==> config.mk <==
export PLATFORM = sky130hd
export DESIGN_NAME = timer_digit_entry
export DESIGN_NICKNAME = d
export VERILOG_FILES = /design/src/rtl/timer_digit_entry.sv
export SDC_FILE = /design/constraint.sdc
export NUM_CORES = 1
export LEC_CHECK = 0
export CAP_MARGIN = 10
export CORE_MARGIN = 2
export CORE_UTILIZATION = 48
export CTS_CLUSTER_DIAMETER = 30
export CTS_CLUSTER_SIZE = 14
export DETAILED_ROUTE_END_ITERATION = 10
export PLACE_DENSITY = 0.89
export SLEW_MARGIN = 15
export SYNTH_ARGS = -nofsm -noshare
export SYNTH_HDL_FRONTEND = slang
export SYNTH_SLANG_ARGS = --single-unit
==> constraint.sdc <==
create_clock -name clk -period 3.19 [get_ports clk]
set_input_delay 0.957 -clock clk [delete_from_list [all_inputs] [get_ports clk]]
set_output_delay 0.957 -clock clk [all_outputs]
set_load 0.005 [all_outputs]
==> src/rtl/timer_digit_entry.sv <==
// timer_digit_entry: keypad digit entry for an MM:SS countdown timer.
// Digit keys shift in from the right, KEY_CLEAR wipes the entry and
// KEY_START commits it to the countdown stage, which must acknowledge.
// Optional feature macro: TIMER_SEC_CLAMP_EN clamps seconds above 59 to 59
// on commit. When the macro is undefined, digits are committed unmodified.
module timer_digit_entry #(
    parameter logic [3:0] KEY_CLEAR = 4'hA,
    parameter logic [3:0] KEY_START = 4'hB
) (
    input  logic       clk,
    input  logic       clr,
    input  logic       key_valid,
    input  logic [3:0] key_code,
    input  logic       time_ack,
    output logic [3:0] min_tens,
    output logic [3:0] min_ones,
    output logic [3:0] sec_tens,
    output logic [3:0] sec_ones,
    output logic [2:0] digit_cnt,
    output logic       full,
    output logic       time_valid
);

    typedef enum logic [1:0] {
        IDLE   = 2'd0,
        ENTRY  = 2'd1,
        LOCKED = 2'd2
    } state_t;

    state_t     state_q;
    logic [3:0] min_tens_q, min_ones_q, sec_tens_q, sec_ones_q;
    logic [2:0] digit_cnt_q;
    logic       time_valid_q;
    logic       key_prev_q;

    logic       press_d;
    logic       is_digit_d;
    logic [3:0] sec_tens_commit_d;
    logic [3:0] sec_ones_commit_d;

    // Rising edge of the held-key level: one event per key press.
    assign press_d    = key_valid & ~key_prev_q;
    assign is_digit_d = (key_code <= 4'd9);

    // Seconds digits as they will be presented when the entry is committed.
`ifdef TIMER_SEC_CLAMP_EN
    assign sec_tens_commit_d = (sec_tens_q > 4'd5) ? 4'd5 : sec_tens_q;
    assign sec_ones_commit_d = (sec_tens_q > 4'd5) ? 4'd9 : sec_ones_q;
`else
    assign sec_tens_commit_d = sec_tens_q;
    assign sec_ones_commit_d = sec_ones_q;
`endif

    // Entry FSM: edge detect, digit shifting, clear, commit and handshake.
    always_ff @(posedge clk) begin
        if (!clr) begin
            state_q      <= IDLE;
            min_tens_q   <= 4'd0;
            min_ones_q   <= 4'd0;
            sec_tens_q   <= 4'd0;
            sec_ones_q   <= 4'd0;
            digit_cnt_q  <= 3'd0;
            time_valid_q <= 1'b0;
            key_prev_q   <= 1'b0;
        end else begin
            // Always track the key level so a held key never retriggers,
            // even when its press is discarded.
            key_prev_q <= key_valid;
            case (state_q)
                LOCKED: begin
                    // Presses are ignored; only the acknowledge releases the lock.
                    if (time_ack) begin
                        state_q      <= IDLE;
                        min_tens_q   <= 4'd0;
                        min_ones_q   <= 4'd0;
                        sec_tens_q   <= 4'd0;
                        sec_ones_q   <= 4'd0;
                        digit_cnt_q  <= 3'd0;
                        time_valid_q <= 1'b0;
                    end
                end
                IDLE, ENTRY: begin
                    if (press_d) begin
                        if (key_code == KEY_CLEAR) begin
                            state_q     <= IDLE;
                            min_tens_q  <= 4'd0;
                            min_ones_q  <= 4'd0;
                            sec_tens_q  <= 4'd0;
                            sec_ones_q  <= 4'd0;
                            digit_cnt_q <= 3'd0;
                        end else if (key_code == KEY_START) begin
                            // Nothing to commit from IDLE.
                            if (state_q == ENTRY) begin
                                state_q      <= LOCKED;
                                time_valid_q <= 1'b1;
                                sec_tens_q   <= sec_tens_commit_d;
                                sec_ones_q   <= sec_ones_commit_d;
                            end
                        end else if (is_digit_d && (digit_cnt_q < 3'd4)) begin
                            state_q     <= ENTRY;
                            min_tens_q  <= min_ones_q;
                            min_ones_q  <= sec_tens_q;
                            sec_tens_q  <= sec_ones_q;
                            sec_ones_q  <= key_code;
                            digit_cnt_q <= digit_cnt_q + 3'd1;
                        end
                    end
                end
                default: begin
                    state_q <= IDLE;
                end
            endcase
        end
    end

    assign min_tens   = min_tens_q;
    assign min_ones   = min_ones_q;
    assign sec_tens   = sec_tens_q;
    assign sec_ones   = sec_ones_q;
    assign digit_cnt  = digit_cnt_q;
    assign time_valid = time_valid_q;
    assign full       = (digit_cnt_q == 3'd4);

endmodule

* Word-level counts from Yosys, hierarchy flattened
Index checks and enable logic that the tools add are counted.
** Operators by class
- Shift-type cells :: 0
- $add $sub $neg :: 1
- Multipliers :: 0
- Eq/ne operators :: 14
- Bitwise logic cells :: 2
- $lt $le $gt $ge :: 2
- Divide/modulo/power cells :: 0
- Reduce and logical (&&, ||, !) cells :: 7
- Mux-type cells :: 40
** Operators by type and width (count)
- 2-to-1 mux 4 bit :: 17
- one-hot mux 4 bit (2 select lines) :: 4
- 2-to-1 mux 3 bit :: 5
- 2-to-1 mux 2 bit :: 6
- inequality test 2 bit, second input constant :: 5
- equality test 4 bit, second input constant :: 2
- inequality test 4 bit, second input constant :: 2
- inequality test 3 bit, second input constant :: 2
- one-hot mux 3 bit (2 select lines) :: 1
- AND reduction 6 bit :: 1
- 2-to-1 mux 1 bit :: 5
- AND reduction 5 bit :: 1
- <= comparator 4 bit, second input constant :: 1
- one-hot mux 2 bit (2 select lines) :: 1
- AND reduction 4 bit :: 1
- adder 3 x 1 -> 3 bit, second input constant :: 1
- equality test 3 bit, second input constant :: 1
- < comparator 3 bit, second input constant :: 1
- equality test 2 x 1 -> 1 bit, second input constant :: 1
- equality test 2 bit, second input constant :: 1
- logical NOT 2 bit :: 1
- one-hot mux 1 bit (2 select lines) :: 1
- nonzero test 2 bit :: 1
- OR reduction 2 bit :: 1
- other kinds (3) :: 3
** Storage, ports and cells
- Bits in read-only memories :: 0
- Memories kept :: 0
- Input bits :: 8
- Bits in latches :: 0
- Register bits after elaboration :: 23
- RAM bits :: 0

* Depth between registers and ports, before layout
- Depth in word-level cells :: 7
- Gate-level depth with buffers :: 5

* Worst setup path after synthesis
No wires, ideal clock.
- Path kind :: input to register
- From :: in key_code[1]
- To :: reg min_ones_q[2], in the netlist min_ones[2]
- Cell stages on the path :: 5
- Arrival time :: 1.757 ns
- Setup time :: 0.121 ns
- Slack :: 1.312 ns
- Data required time :: 3.069 ns
- Path through :: o21ai_2 nand2b_4 a21oi_4 buf_8 o22ai_1
** On the way
- Word-level cells in the longest chain between the ends :: 4
- Elaborated cells on any way between the ends :: 10
- Classes of those cells :: order compare: 1; eq/ne: 4; mux: 3; reduce/logical: 2
** Ends and longest elaborated chain
- start, declared :: RTL line 13 : input logic [3:0] key_code,
- <= comparator 4 bit / equality test 4 bit (equally long branches) :: RTL line 43, 84
- logical AND 1 bit / 2-to-1 mux 4 bit (equally long branches) :: RTL line 99, 84
- inequality test 3 bit (no source line) / 2-to-1 mux 4 bit (equally long branches)
- AND reduction 5 bit (no source line) / one-hot mux 4 bit (2 select lines) (equally long branches)
- end signal, assigned :: RTL line 102 : min_ones_q <= sec_tens_q;
- end, declared :: RTL line 31 : logic [3:0] min_tens_q, min_ones_q, sec_tens_q, sec_ones_q;
Several ways; a longest one is shown, not always the timed one. The select of a mux whose other input is x is not followed.
A chain may end at the register's enable or synchronous reset.

* Worst setup path in the final report
- From :: reg digit_cnt_q[0], in the netlist digit_cnt[0]
- To :: out full
** On the way
- Word-level cells in the longest chain between the ends :: 1
** Ends and longest elaborated chain
- start, declared :: RTL line 32 : logic [2:0] digit_cnt_q;
- start signal, assigned :: RTL line 105 : digit_cnt_q <= digit_cnt_q + 3'd1;
- equality test 3 bit :: RTL line 122 : assign full = (digit_cnt_q == 3'd4);
- end, declared :: RTL line 20 : output logic full,
Every way passes these cells.

==> flow_summary.yaml <==
detailed_routing:
  post-route-drc-count: 0
  met2_length_mm: 1.135
  routed_via_density: 5.542
  top_layer: "met4"
  wl_met3_um: 57
  ant_nets: 0
  vias: 848
  wl_per_cell_um: 13.75
  drt_iter0_drc: 17
  drtPass1Iterations: 4
  drt-met1-wl_um: 875
  routed_wl_mm: 2.104
grt:
  grt_overflow_total: 0
  grt_pass1_wl_mm: 3.560
  antenna_found_initial: 0
  grt_max_degree: 19
  grt_usage_pct: 18.87
  grt_pass1_vias: 825
clock_network:
  cts_resized: 0
  cts_buffers: 3
  cts_buffer_depth: 2
  clk_pin_slew_worst_paths_ps: 130
  cts_sinks: 23
  ctsHoldBuffers: 0
  root_buffer: "clkbuf_4"
  postCtsSetupRepairBufs: 0
  clock_latency_ps: 310
  tritoncts: "yes"
  htree_levels: 1
timing:
  rsz0062_at_grt: "no"
  finalCriticalPeriod_ps: 2518
  whs_ps: 476.2
  setup_ws_ps: 671.7
  tns_ps: 0
  fin_crit_sh_pct: 78.94
  worstMarginPinSlew_ps: 484.4
  fin_skew_ps: 3.957
  drv_slew: 0
  fmax_mhz: 397.1
  relSlewSlack_pct: 67.64
  hold_viol_final: 0
  final-setup-viol-count: 0
synth:
  synth-edff-count: 0
  ys_seq_area_share_pct: 48.36
  yosys.area.top_type_share_pct: 48.36
  ys.flop_type: "dfxtp_1"
  avgSynthCellArea_um2: 9.816
  synthTopCellsByCount: "dfxtp_1, nand2_1, o22ai_1"
  ys_top_cells_by_area: "dfxtp_1, nand2_1, o22ai_1"
  synth_cell_types: 29
  async_reset_ff_share_pct: 0
  syn-cell-area_um2: 952.2
  syn_inst: 97
  synth_most_common_cell: "dfxtp_1"
  syn_nets: 107
  yosys.area.top_type: "dfxtp_1"
  ys_ff_latch: 23
  yosysWarningCount: 0
power:
  power.leakage_nw: 0.4339
  max-vdd-ir-drop_mv: 0.2392
  power_density_mw_per_mm2: 393.9
  power.total_mw: 0.4993
die:
  dieArea_mm2: 0.002356
  initial_core_util_pct: 49.54
  die_x_um: 48.54
  ios: 29
  die_h_um: 48.54
  num_rows: 16
  core-area_mm2: 0.001922
cells_and_area:
  seq_area_um2: 460.4
  multi_input_area_um2: 446.7
  fillCellCount: 167
  post-route-util_pct: 65.95
  n_antenna_cell: 0
  drive_gt1_share_pct: 11.11
  final_cells: 153
  syn_to_final_growth_pct: 33.11
  post-route-cell-area_mm2: 0.001267
  final_nets: 137
worst_hold_path:
  worstHoldStart: "min_tens[0]"
  hold_class: "register to register"
worst_setup_path:
  crit_fanout: 5
  cp_slowest_cell: "clkdlybuf4s50_1"
  reg2reg_from: "state_q[1]"
  critPathCaptureType: "output port"
  cp-start-kind: "register"
  required_ps: 2230
  critical_path_class: "register to output port"
  max_stage_delay_ps: 440
  path_cells: "inv_1, ha_1, and2_1, clkdlybuf4s50_1"
  crit_start: "digit_cnt[0]"
  worstPathArrival_ps: 1560
  crit_family: "buffers and inverters"
  critical_path_buf_inv_count: 2
place:
  gp_congestion: 0.8069
  post_dp_cell_area_mm2: 0.001240
  place_hpwl_mm: 1.504
  post-place-ws_ps: 539.2
  io_buffers: 28
  dp.cells: 149
flow_run:
  drv_cap: 0
status:
  status: "finished clean"
==> metal layers <==
layer | global-route usage [%] | vias to the layer above
li1 | - | 408
met1 | 20.86 | 416
met2 | 35.88 | 18
met3 | 3.086 | 6
met4 | 7.143 | 0
met5 | 0 | -
==> cells by family (layout without fill, tap and decap cells) <==
kind of cell	after synthesis	count (layout)	synth area share, %
multiplexers	2	2	2.103
AND/OR/NAND/NOR	37	37	20.37
AO/OA/AOI/OAI	26	26	21.81
flip-flops	23	23	48.36
adder cells (fa/ha/maj)	2	2	2.628
buffers and inverters	7	36	4.730
==> sequential cells by signal, indices dropped and copies added (netlist names) <==
signal      count
sec_tens        4
key_prev_q      1
state_q         2
min_ones        4
time_valid      1
sec_ones        4
min_tens        4
digit_cnt       3
==> worst reg2reg max path, cell delays in order (launching register included) <==
cell      delay [ps]
dfxtp_1          530
nand3b_2         130
o21a_2           170
a21oi_4          400
o22ai_1          180
==> worst paths after layout <==
path / to / slack (ps) / depth (start not counted)
min reg2reg: min_tens[0] / 480 / 2
min: min_tens[0] / 480 / 2
max: full / 670 / 4
max reg2reg: min_tens[3] / 1660 / 4
==> area by class of cell <==
class	instances	area share [%]
Multi-Input combinational cell	67	35.24
Clock inverter	1	0.3949
Timing Repair Buffer	29	22.70
Inverter	3	0.8884
Tap cell	27	2.665
Clock buffer	3	1.777
Sequential cell	23	36.33
==> where the power goes <==
part / leakage, nW / switching, mW / internal, mW / total (mW)
Combinational: 0.230 / 0.0340 / 0.0310 / 0.0649
Sequential: 0.186 / 0.00509 / 0.295 / 0.300
Clock: 0.0177 / 0.0879 / 0.0468 / 0.135
Total: 0.434 / 0.127 / 0.372 / 0.499
==> cells in the final DEF (no fill, tap or decap), types with 2 or more instances in the layout <==
cell type        synthesis  final
nand3b_1                 4      4
ha_1                     2      2
inv_1                    3      3
nand2_1                 22     22
clkdlybuf4s50_1          0     28
clkbuf_4                 0      3
a21oi_1                  3      3
dfxtp_1                 23     23
mux2i_1                  2      2
nor2_1                   3      3
o22ai_1                 13     13
and2_1                   2      2
No activity file was read; power rests on OpenSTA's default activity.
